<file path="src/rtl/seq_chunk_adder.sv">
// Multi-cycle add/subtract: one CHUNK-bit ripple slice per clock, LSB slice first.
// Define SEQ_CHUNK_ADDER_OVF_EN to add the signed-overflow output ovf.
module seq_chunk_adder #(
    parameter int WIDTH = 8,
    parameter int CHUNK = 2
) (
    input  logic             clk,
    input  logic             rst,
    input  logic             start,
    input  logic             sub,
    input  logic [WIDTH-1:0] a,
    input  logic [WIDTH-1:0] b,
    output logic             busy,
    output logic             done,
    output logic [WIDTH-1:0] sum,
    output logic             cout
`ifdef SEQ_CHUNK_ADDER_OVF_EN
    ,
    output logic             ovf
`endif
);
    localparam int NCHUNK = WIDTH / CHUNK;
    localparam int CW     = (NCHUNK > 1) ? $clog2(NCHUNK) : 1;

    if (WIDTH < 1 || CHUNK < 1 || CHUNK > WIDTH || (WIDTH % CHUNK) != 0) begin : g_bad_params
        $error("seq_chunk_adder: WIDTH must be a positive multiple of CHUNK");
    end

    typedef enum logic {IDLE = 1'b0, RUN = 1'b1} state_t;

    state_t           state_q, state_d;
    logic [WIDTH-1:0] a_q, a_d, b_q, b_d, sum_q, sum_d;
    logic [CW-1:0]    cnt_q, cnt_d;
    logic             carry_q, carry_d, cout_q, cout_d, busy_q, busy_d, done_q, done_d;
    logic             ovf_q, ovf_d;

    logic [CHUNK-1:0] sl_a, sl_b, sl_s;
    logic             sl_c, last;
    int unsigned      base;

    // Current slice; b_q already holds ~b for subtract, carry_q starts at 1.
    always_comb begin
        base         = int'(cnt_q) * CHUNK;
        sl_a         = a_q[base +: CHUNK];
        sl_b         = b_q[base +: CHUNK];
        {sl_c, sl_s} = {1'b0, sl_a} + {1'b0, sl_b} + {{CHUNK{1'b0}}, carry_q};
        last         = (cnt_q == CW'(NCHUNK - 1));
    end

    always_ff @(posedge clk) begin
        if (rst) begin
            state_q <= IDLE;
            a_q     <= '0;
            b_q     <= '0;
            sum_q   <= '0;
            cnt_q   <= '0;
            carry_q <= 1'b0;
            cout_q  <= 1'b0;
            busy_q  <= 1'b0;
            done_q  <= 1'b0;
            ovf_q   <= 1'b0;
        end else begin
            state_q <= state_d;
            a_q     <= a_d;
            b_q     <= b_d;
            sum_q   <= sum_d;
            cnt_q   <= cnt_d;
            carry_q <= carry_d;
            cout_q  <= cout_d;
            busy_q  <= busy_d;
            done_q  <= done_d;
            ovf_q   <= ovf_d;
        end
    end

    always_comb begin
        state_d = state_q;
        case (state_q)
            IDLE:    if (start) state_d = RUN;
            RUN:     if (last)  state_d = IDLE;
            default: state_d = IDLE;
        endcase
    end

    always_comb begin
        a_d     = a_q;
        b_d     = b_q;
        sum_d   = sum_q;
        cnt_d   = cnt_q;
        carry_d = carry_q;
        cout_d  = cout_q;
        busy_d  = busy_q;
        done_d  = 1'b0;
        ovf_d   = ovf_q;
        if (state_q == IDLE) begin
            if (start) begin
                a_d     = a;
                b_d     = sub ? ~b : b;
                carry_d = sub;
                cnt_d   = '0;
                sum_d   = '0;
                cout_d  = 1'b0;
                ovf_d   = 1'b0;
                busy_d  = 1'b1;
            end
        end else begin
            sum_d[base +: CHUNK] = sl_s;
            carry_d              = sl_c;
            cnt_d                = cnt_q + 1'b1;
            if (last) begin
                cnt_d  = '0;
                cout_d = sl_c;
                // Carry into the MSB recovered from its sum bit: s = a ^ b ^ cin.
                ovf_d  = sl_a[CHUNK-1] ^ sl_b[CHUNK-1] ^ sl_s[CHUNK-1] ^ sl_c;
                busy_d = 1'b0;
                done_d = 1'b1;
            end
        end
    end

    assign busy = busy_q;
    assign done = done_q;
    assign sum  = sum_q;
    assign cout = cout_q;
`ifdef SEQ_CHUNK_ADDER_OVF_EN
    assign ovf  = ovf_q;
`endif

endmodule

</file>
<file path="config.mk">
export PLATFORM = sky130hd
export DESIGN_NAME = seq_chunk_adder
export DESIGN_NICKNAME = d
export VERILOG_FILES = /design/src/rtl/seq_chunk_adder.sv
export SDC_FILE = /design/constraint.sdc
export NUM_CORES = 1
export LEC_CHECK = 0
export CORE_AREA = 2 2 58 60
export DETAILED_ROUTE_END_ITERATION = 8
export DIE_AREA = 0 0 60 62
export GPL_TIMING_DRIVEN = 0
export MAX_ROUTING_LAYER = met4
export PLACE_DENSITY_LB_ADDON = 0.12
export SYNTH_ARGS = -nofsm -noshare
export SYNTH_HDL_FRONTEND = slang
export SYNTH_SLANG_ARGS = --single-unit
export TNS_END_PERCENT = 20
</file>
<file path="constraint.sdc">
create_clock -name clk -period 3.1 [get_ports clk]
set_input_delay 0.31 -clock clk [delete_from_list [all_inputs] [get_ports clk]]
set_output_delay 0.31 -clock clk [all_outputs]
set_load 0.005 [all_outputs]
</file>
==> results of run 1 <==
sequential cells by signal, indices dropped and copies added (netlist names):
register / cells
a_q: 8
b_q: 8
busy: 1
carry_q: 1
cnt_q: 2
cout: 1
done: 1
state_q: 1
sum: 8
worst min path at each step:
stage / from / to
floorplan: a_q[6]$_SDFFE_PP0P_ / a_q[6]$_SDFFE_PP0P_
global placement: a_q[1]$_SDFFE_PP0P_ / a_q[1]$_SDFFE_PP0P_
detailed placement: a_q[1]$_SDFFE_PP0P_ / a_q[1]$_SDFFE_PP0P_
CTS: sub / b_q[0]$_SDFFE_PP0P_
global route: sub / b_q[7]$_SDFFE_PP0P_
finish: sub / b_q[0]$_SDFFE_PP0P_
power breakdown:
part           switching [uW]  internal (uW)
registers                12.0            420
logic                    79.6           91.5
clock network             146            191
total                     238            702
cells in the final DEF, fill, tap and decap left out, types with 2 or more instances in the layout:
cell	count
a21oi_1	14
a211oi_1	5
nand2b_1	5
a32o_1	4
nand4_1	2
ha_1	4
buf_6	4
inv_1	3
nor2b_1	3
nand2_1	23
nor4_1	2
o22ai_1	2
clkbuf_4	5
nand3_1	2
fa_1	2
nor3b_1	2
clkdlybuf4s50_1	29
mux2i_1	2
clkbuf_8	4
dfxtp_1	31
xnor2_1	8
nor2_1	16
mux4_2	4
a211oi_2	3
per-stage QoR:
step	hold slack [ns]	cells
after floorplan	0.431	153
after global placement	0.440	228
after global routing	0.397	236
after detailed placement	0.447	228
after CTS	0.378	236
final	0.384	236
logic make-up after synthesis:
family	count (synthesis)	share of synthesized area
XOR/XNOR	8	0.0464
adder cells (fa/ha/maj)	6	0.0596
multiplexers	6	0.0729
buffers and inverters	14	0.0886
flip-flops	31	0.411
AO/OA/AOI/OAI	30	0.140
AND/OR/NAND/NOR	58	0.182
cell type report:
| class | count | area, um2 | area share |
|---|---|---|---|
| buffer | 11 | 123 | 0.0630 |
| tap | 46 | 57.6 | 0.0296 |
| clock buffer | 6 | 51.3 | 0.0264 |
| clock inverter | 2 | 35.0 | 0.0180 |
| timing repair buffer | 29 | 290 | 0.149 |
| multi-input combinational | 108 | 757 | 0.389 |
| sequential | 31 | 621 | 0.319 |
| inverter | 3 | 11.3 | 0.00579 |
tightest hold or removal path, cell delays in order:
cell and delay (ns):
buf_4 0.17, xnor2_1 0.13, a211oi_1 0.06
layer usage:
metal,track usage,up-vias,part of all wire
met3,0.0580,9,0.047
li1,-,603,-
met2,0.307,39,0.49
met1,0.214,549,0.44
met4,0.117,0,0.023
met5,-,-,0
==> results.md, run 1 <==
- The count of endpoints failing hold in the final timing report is 0.
- Fill cells in the final layout number 278.
- Counting stages on the worst path, the most repeated cell is fa_1.
- The number of hold buffers added after cts is 0.
- Tracing the worst setup path back leads to its startpoint at cnt_q[0]$_SDFFE_PP0P_.
- The worst hold path was traced through 3 stages.
- Entering global routing, the biggest net connects 11 pins.
- TritonCTS built the clock tree.
- Before antenna repair, the detailed router went through 6 iterations.
- Post-CTS timing repair inserted 0 buffers for setup.
- The final setup violation count is 0.
- After synthesis, the share of flip-flops with an asynchronous set or reset is 0.
- The cell accounting for the most synthesized area is dfxtp_1.
- Ranked by total cell area, the synthesized netlist is headed by dfxtp_1, mux4_2, nand2_1.
- The total global routing overflow is 0.
- The path class of the lowest-slack min-delay path is in2reg.
- Summing all placed instances gives a cell area of 1860 um2.
- The worst clock skew is 0.0108 ns.
- The root cell of the clock tree is clkbuf_4.
- 31 I/O pins were placed.
- The capturing element type of the critical path is a register.
- In this run the number of H-tree levels came out at 2.
- After clock tree synthesis, the clock-pin slew on the worst setup and hold paths is 0.10 ns.
- When the netlist entered floorplanning its net count stood at 179.
- Averaged over all synthesized cells, the footprint is a little under 10 um2.
- Overall power consumption after layout is estimated at 940 uW.
- The startpoint of the worst register-to-register path is cnt_q[0]$_SDFFE_PP0P_.
- The later pin in the worst-skew pair is clocked with a latency of 0.34 ns.
- The worst setup path is of the reg2reg kind.
- The top cell type's share of synthesized area is 0.411.
- The required time at the endpoint of the critical path is 3.35 ns.
- The synthesis-stage register bit count is 31.
- The relative slew slack is 0.707.
- In the routed layout, each cell is associated on average with a via count of ~5.
- The kind of cell with the highest combined delay along the critical path is adder cells.
- After detailed routing, the number of remaining DRC violations is 0.
- The data arrival time of the critical path is around 2.8 ns.
- Sorting the synthesized cells by how often they occur yields dfxtp_1, nand2_1, nor2_1, a21oi_1, xnor2_1.
- The maximum resistive drop on vdd is 0.286 mV.
- The count of yosys warnings during synthesis is 0.
- The first global-routing pass estimated 5.02 mm of wire.
- The routed layout has 1200 vias.
- Measured along the x axis, the die boundary spans 60 um.
- The total detailed-routing wirelength is 2.99 mm.
- The synthesis-to-finish area growth is 28.7%.
- In this run the static leakage power is 0.000710 uW.
- After floorplanning, the core was divided into 21 placement rows.
- The final total negative setup slack is 0 ns.
- Once detail routing completed, the nets flagged for antenna violations numbered 0.
- In the final routed layout, each cell accounts on average for 12.7 um.
- The total clock buffers created by CTS is 5.
- For the worst flop-to-flop path, the logic depth is 6.
- Dividing the final minimum period by the clock period gives 0.808.
- The number of gates resized after CTS was 0.
- The startpoint class of the critical path is a register.
- In this run, the number of DRC markers left after iteration 0 of detailed routing was 58.
- The final instance area is 1950 um2.
- The most used flip-flop cell after synthesis is dfxtp_1.
- The critical path goes through buf_6, mux4_2, fa_1, fa_1, nor2b_1, a32o_1.
- The count of input and output buffers is 29.
- The floorplan step defined a die boundary enclosing between 3000 and 4000 um2.
- The number of buffers and inverters on the critical path is 1.
- The unique cell type count in the Yosys netlist is 31.
- The number of flops mapped to enable cells by yosys is 0.
- The worst-margin pin slew is 0.440 ns.
- Counting along the longest clock path gives a buffer depth of 2.
- Of the synthesized area, sequential elements account for 0.411.
- On the worst path, the slowest cell contributes a delay of 0.53 ns.
- The initial utilization of the core area, before any placement, comes to 0.475.
- The floorplan core area is 3180 um2.
- Of all nets on the critical path, the largest fanout is 10.
- Yosys instantiated no cell more often than dfxtp_1.
- The final critical-path setup slack is 0.597 ns.
- The smallest clock period supported by the final layout is computed as 2.50 ns.
- The final weighted congestion in routability-driven placement is 0.774.
- The die height is 62 um.
- The power per unit of standard cell area is 483 nW/um2.
- Of the cells placed in the final design, the portion with a size suffix greater than 1 is 0.142.
- Once detailed placement completed, the half-perimeter wirelength came to 2.20 mm.
- The highest clock frequency the design can meet is 399 MHz.
- The critical path endpoint is sum[5]$_SDFFE_PP0P_.
- The final cell utilization of the core is 0.612.
- The slowest stage of the critical path belongs to the cell mux4_2.
- Prior to clock tree synthesis, the placed netlist has a worst setup slack of 0.591 ns.
- The endpoint identified for the worst register-to-register timing path is sum[5]$_SDFFE_PP0P_.
- The final-report max-slew violation count is 0.
- The via count of the first global-routing pass is 1162.
- 0 antenna diodes ended up in the layout.
- The number of clock sinks seen by CTS is 31.
- The mapped cell area is 1510 um2.
- The net count of the finished layout is 215.
- The worst reg-to-reg setup slack is 0.60 ns.
- The critical path runs through a total of 6 cells.
- The cell count after synthesis is 153.
- Setup repair after global routing left no endpoint under its margin.
- The initial antenna violation count came to 0.
- The run finished with clean final reports.
- Max-cap violations in this run came to 0.
- The combined global-route utilization of all metal layers is 0.193.
Note: power is estimated with default switching activity, not from simulation.
==> run 2, diff against run 1 <==
Settings changed: CORE_AREA 2 2 58 60 to 2 2 61 63, DIE_AREA 0 0 60 62 to 0 0 63 65.
Clock period 3.1 ns to 2.1 ns, I/O delays scaled along.
==> results.md, run 2 (synthesized netlist as in run 1, its figures left out) <==
- The flow ran to the end, but the final reports show violations.
- The checks that failed: negative setup slack.
- The worst-margin pin slew is 0.428 ns (-0.0115 ns).
- The minimum clock period after layout was 2.27 ns (-0.234 ns).
- The final instance area is 1960 um2 (+0.64%).
- The fraction of power consumed by the clock network is 0.309 (-0.049).
- The final weighted congestion in routability-driven placement is 0.813 (+5.1%).
- The total net switching power was 341 uW (+43%).
- The total DRC errors in the routed layout is 0 (unchanged).
- The most critical setup path has its startpoint at cnt_q[0]$_SDFFE_PP0P_.
- The synthesis-to-finish area growth is 29.6%.
- The total global routing overflow is 0 (unchanged).
- The worst clock skew is 0.00443 ns (-0.00641 ns).
- The worst reg-to-reg setup slack is -0.17 ns (-0.77 ns).
- The remaining antenna violation count after routing is 0 (unchanged).
- The count of input and output buffers was 29 (unchanged).
- The clock transition at the register clock pins on the worst setup and hold paths after CTS is 0.10 ns (about the same).
- The data arrival time of the critical path came to 2.50 ns (-0.25 ns).
- The part of the cycle the worst path needs is 1.08 (+0.273).
- The final setup violation count is 4 (+4).
- The power per unit of standard cell area is 664 nW/um2 (+37%).
- The leakage power was 0.000709 uW (-0.13%).
- The maximum number of pins on one net before global-route repair came to 11 (unchanged).
- The maximum buffer depth of the clock tree is 2 (unchanged).
- The wire length per cell is 12.7 um (-0.12%).
- The top-level I/O count was 31 (unchanged).
- The count of endpoints failing hold in the final timing report is 0 (unchanged).
- The register share of total power is 0.490 (+0.030).
- The total internal power is 959 uW (+37%).
- The final cell utilization of the core is 0.560 (-0.0518).
- The cell area reported after detailed placement was 1870 um2 (+0.34%).
- STA classifies the critical path startpoint as a register.
- The length of the first detailed-routing pass in iterations was 4 (-2).
- The path class of the lowest-slack min-delay path is in2reg.
- TritonCTS built the clock tree.
- The highest clock frequency the design can meet is 441 MHz (+10%).
- The number of vias in the routed layout is 1187 (-1.1%).
- The via-per-instance ratio is 4.95 (-2.7%).
- The total clock buffers created by CTS is 5 (unchanged).
- The max-capacitance violation count is 0 (unchanged).
- The share of layout cells above drive strength 1 was 0.167 (+0.0246).
- The clock insertion delay at the later pin of the skew report is 0.33 ns (about the same).
- The final-report max-slew violation count is 0 (unchanged).
- Setup repair after global routing could not meet its margin everywhere.
- The depth of the CTS H-tree is 2 (unchanged).
- The number of antenna repair diodes is 0 (unchanged).
- The total detailed-routing wirelength is 3.04 mm (+1.6%).
- The detailed router's first-iteration violation count is 29 (-50%).
- The via count of the first global-routing pass is 1195 (+2.8%).
- The layout net count is 217 (+0.93%).
- The half-perimeter wire length after detailed placement is 2.24 mm (+2.1%).
- The final worst hold slack is 0.280 ns (-0.104 ns).
- The worst setup slack after placement is -0.354 ns (-0.945 ns).
- The switching portion of total power is 0.262 (+0.00905).
- The worst hold path begins at sub.
- The worst setup path is of the reg2reg kind.
- The site row count is 22 (+4.8%).
- The final critical-path setup slack came to -0.169 ns (-0.766 ns).
- The combined global-route utilization of all metal layers is 0.172 (-0.0216).
- Leaving out fill and tap cells, the most frequent cell in the layout is dfxtp_1.
- The horizontal extent of the die was 63 um (+5.0%).
- The wire length of the first global-routing pass is 5.19 mm (+3.3%).
- The combinational share of power is 0.202 (+0.020).
- The floorplan core area is 3500 um2 (+10%).
- The initial antenna violation count is 0 (unchanged).
- The die footprint is 4100 um2 (+10%).
- The number of clock sinks seen by CTS came to 31 (unchanged).
- The starting density of the core is 0.432 (-0.0430).
- The worst setup path is captured at a register.
- The largest driver fanout on the critical path is 4 (-6).
- The startpoint of the worst register-to-register path is cnt_q[0]$_SDFFE_PP0P_.
- The relative slew slack is 0.714 (+0.00767).
- In the layout the commonest cells are dfxtp_1, clkdlybuf4s50_1, nand2_1.
- The cell sitting at the root of the clock tree is a clkbuf_4.
- The maximum resistive drop on vdd came to 0.342 mV (+20%).
- The die height is 65 um (+4.8%).
- The required time at the endpoint of the critical path came to 2.33 ns (-1.02 ns).
==> run 2: area by class of cell <==
type                       instances  area, um2
fill                             334       1540
multi-input combinational        108        764
sequential                        31        622
timing repair buffer              31        305
buffer                            11        126
clock buffer                       8       68.8
tap                               48       60.1
inverter                           3       11.3
==> run 2: path summary, 6_finish.rpt <==
| path | end | cells past startpoint |
|---|---|---|
| min reg2reg | a_q[7]$_SDFFE_PP0P_ | 2 |
| max reg2reg | sum[5]$_SDFFE_PP0P_ | 6 |
| min | b_q[0]$_SDFFE_PP0P_ | 3 |
| max | sum[5]$_SDFFE_PP0P_ | 6 |
==> run 2: power by group through the flow <==
stage               registers, uW  logic, uW  clock network [uW]
finish                        637        262                 401
CTS                           637        265                 420
global route                  641        290                 440
floorplan                     647        175                   0
global placement              650        252                   0
detailed placement            651        256                   0
==> run 2: what timing repair did <==
item | in CTS | in global routing
resized for setup | 2 | 2
hold buffers | 0 | 0
pin swaps | 4 | 2
buffers inserted | 2 | 0
setup endpoints to repair | 6 | 6
==> run 2: layer usage <==
metal | wire (um) | vias up | global-route usage
met3 | 131 | 6 | 0.0521
met4 | 67 | 0 | 0.0917
met5 | 0 | - | -
li1 | - | 603 | -
met1 | 1290 | 553 | 0.166
met2 | 1550 | 25 | 0.309
==> run 2: per-stage QoR <==
step | setup TNS (ns) | std cells | power (uW)
after global placement | -1.30 | 230 | 903
final | -0.448 | 240 | 1300
after global routing | -0.793 | 240 | 1370
after CTS | -0.465 | 240 | 1320
after floorplan | -0.442 | 153 | 821
after detailed placement | -1.44 | 230 | 908
==> run 2: critical path: stages (launching register included) <==
cell and delay, ns:
dfxtp_2 0.35, buf_8 0.12, mux4_2 0.51, fa_2 0.38, fa_2 0.47, nor2b_1 0.15, a32o_1 0.20
==> run 3, diff against run 2 <==
Settings changed: CTS_CLUSTER_SIZE from default to 40, HOLD_SLACK_MARGIN from default to 0.06.
==> results of run 3 <==
The final DEF is identical to that of run 2; final timing and power are the same.
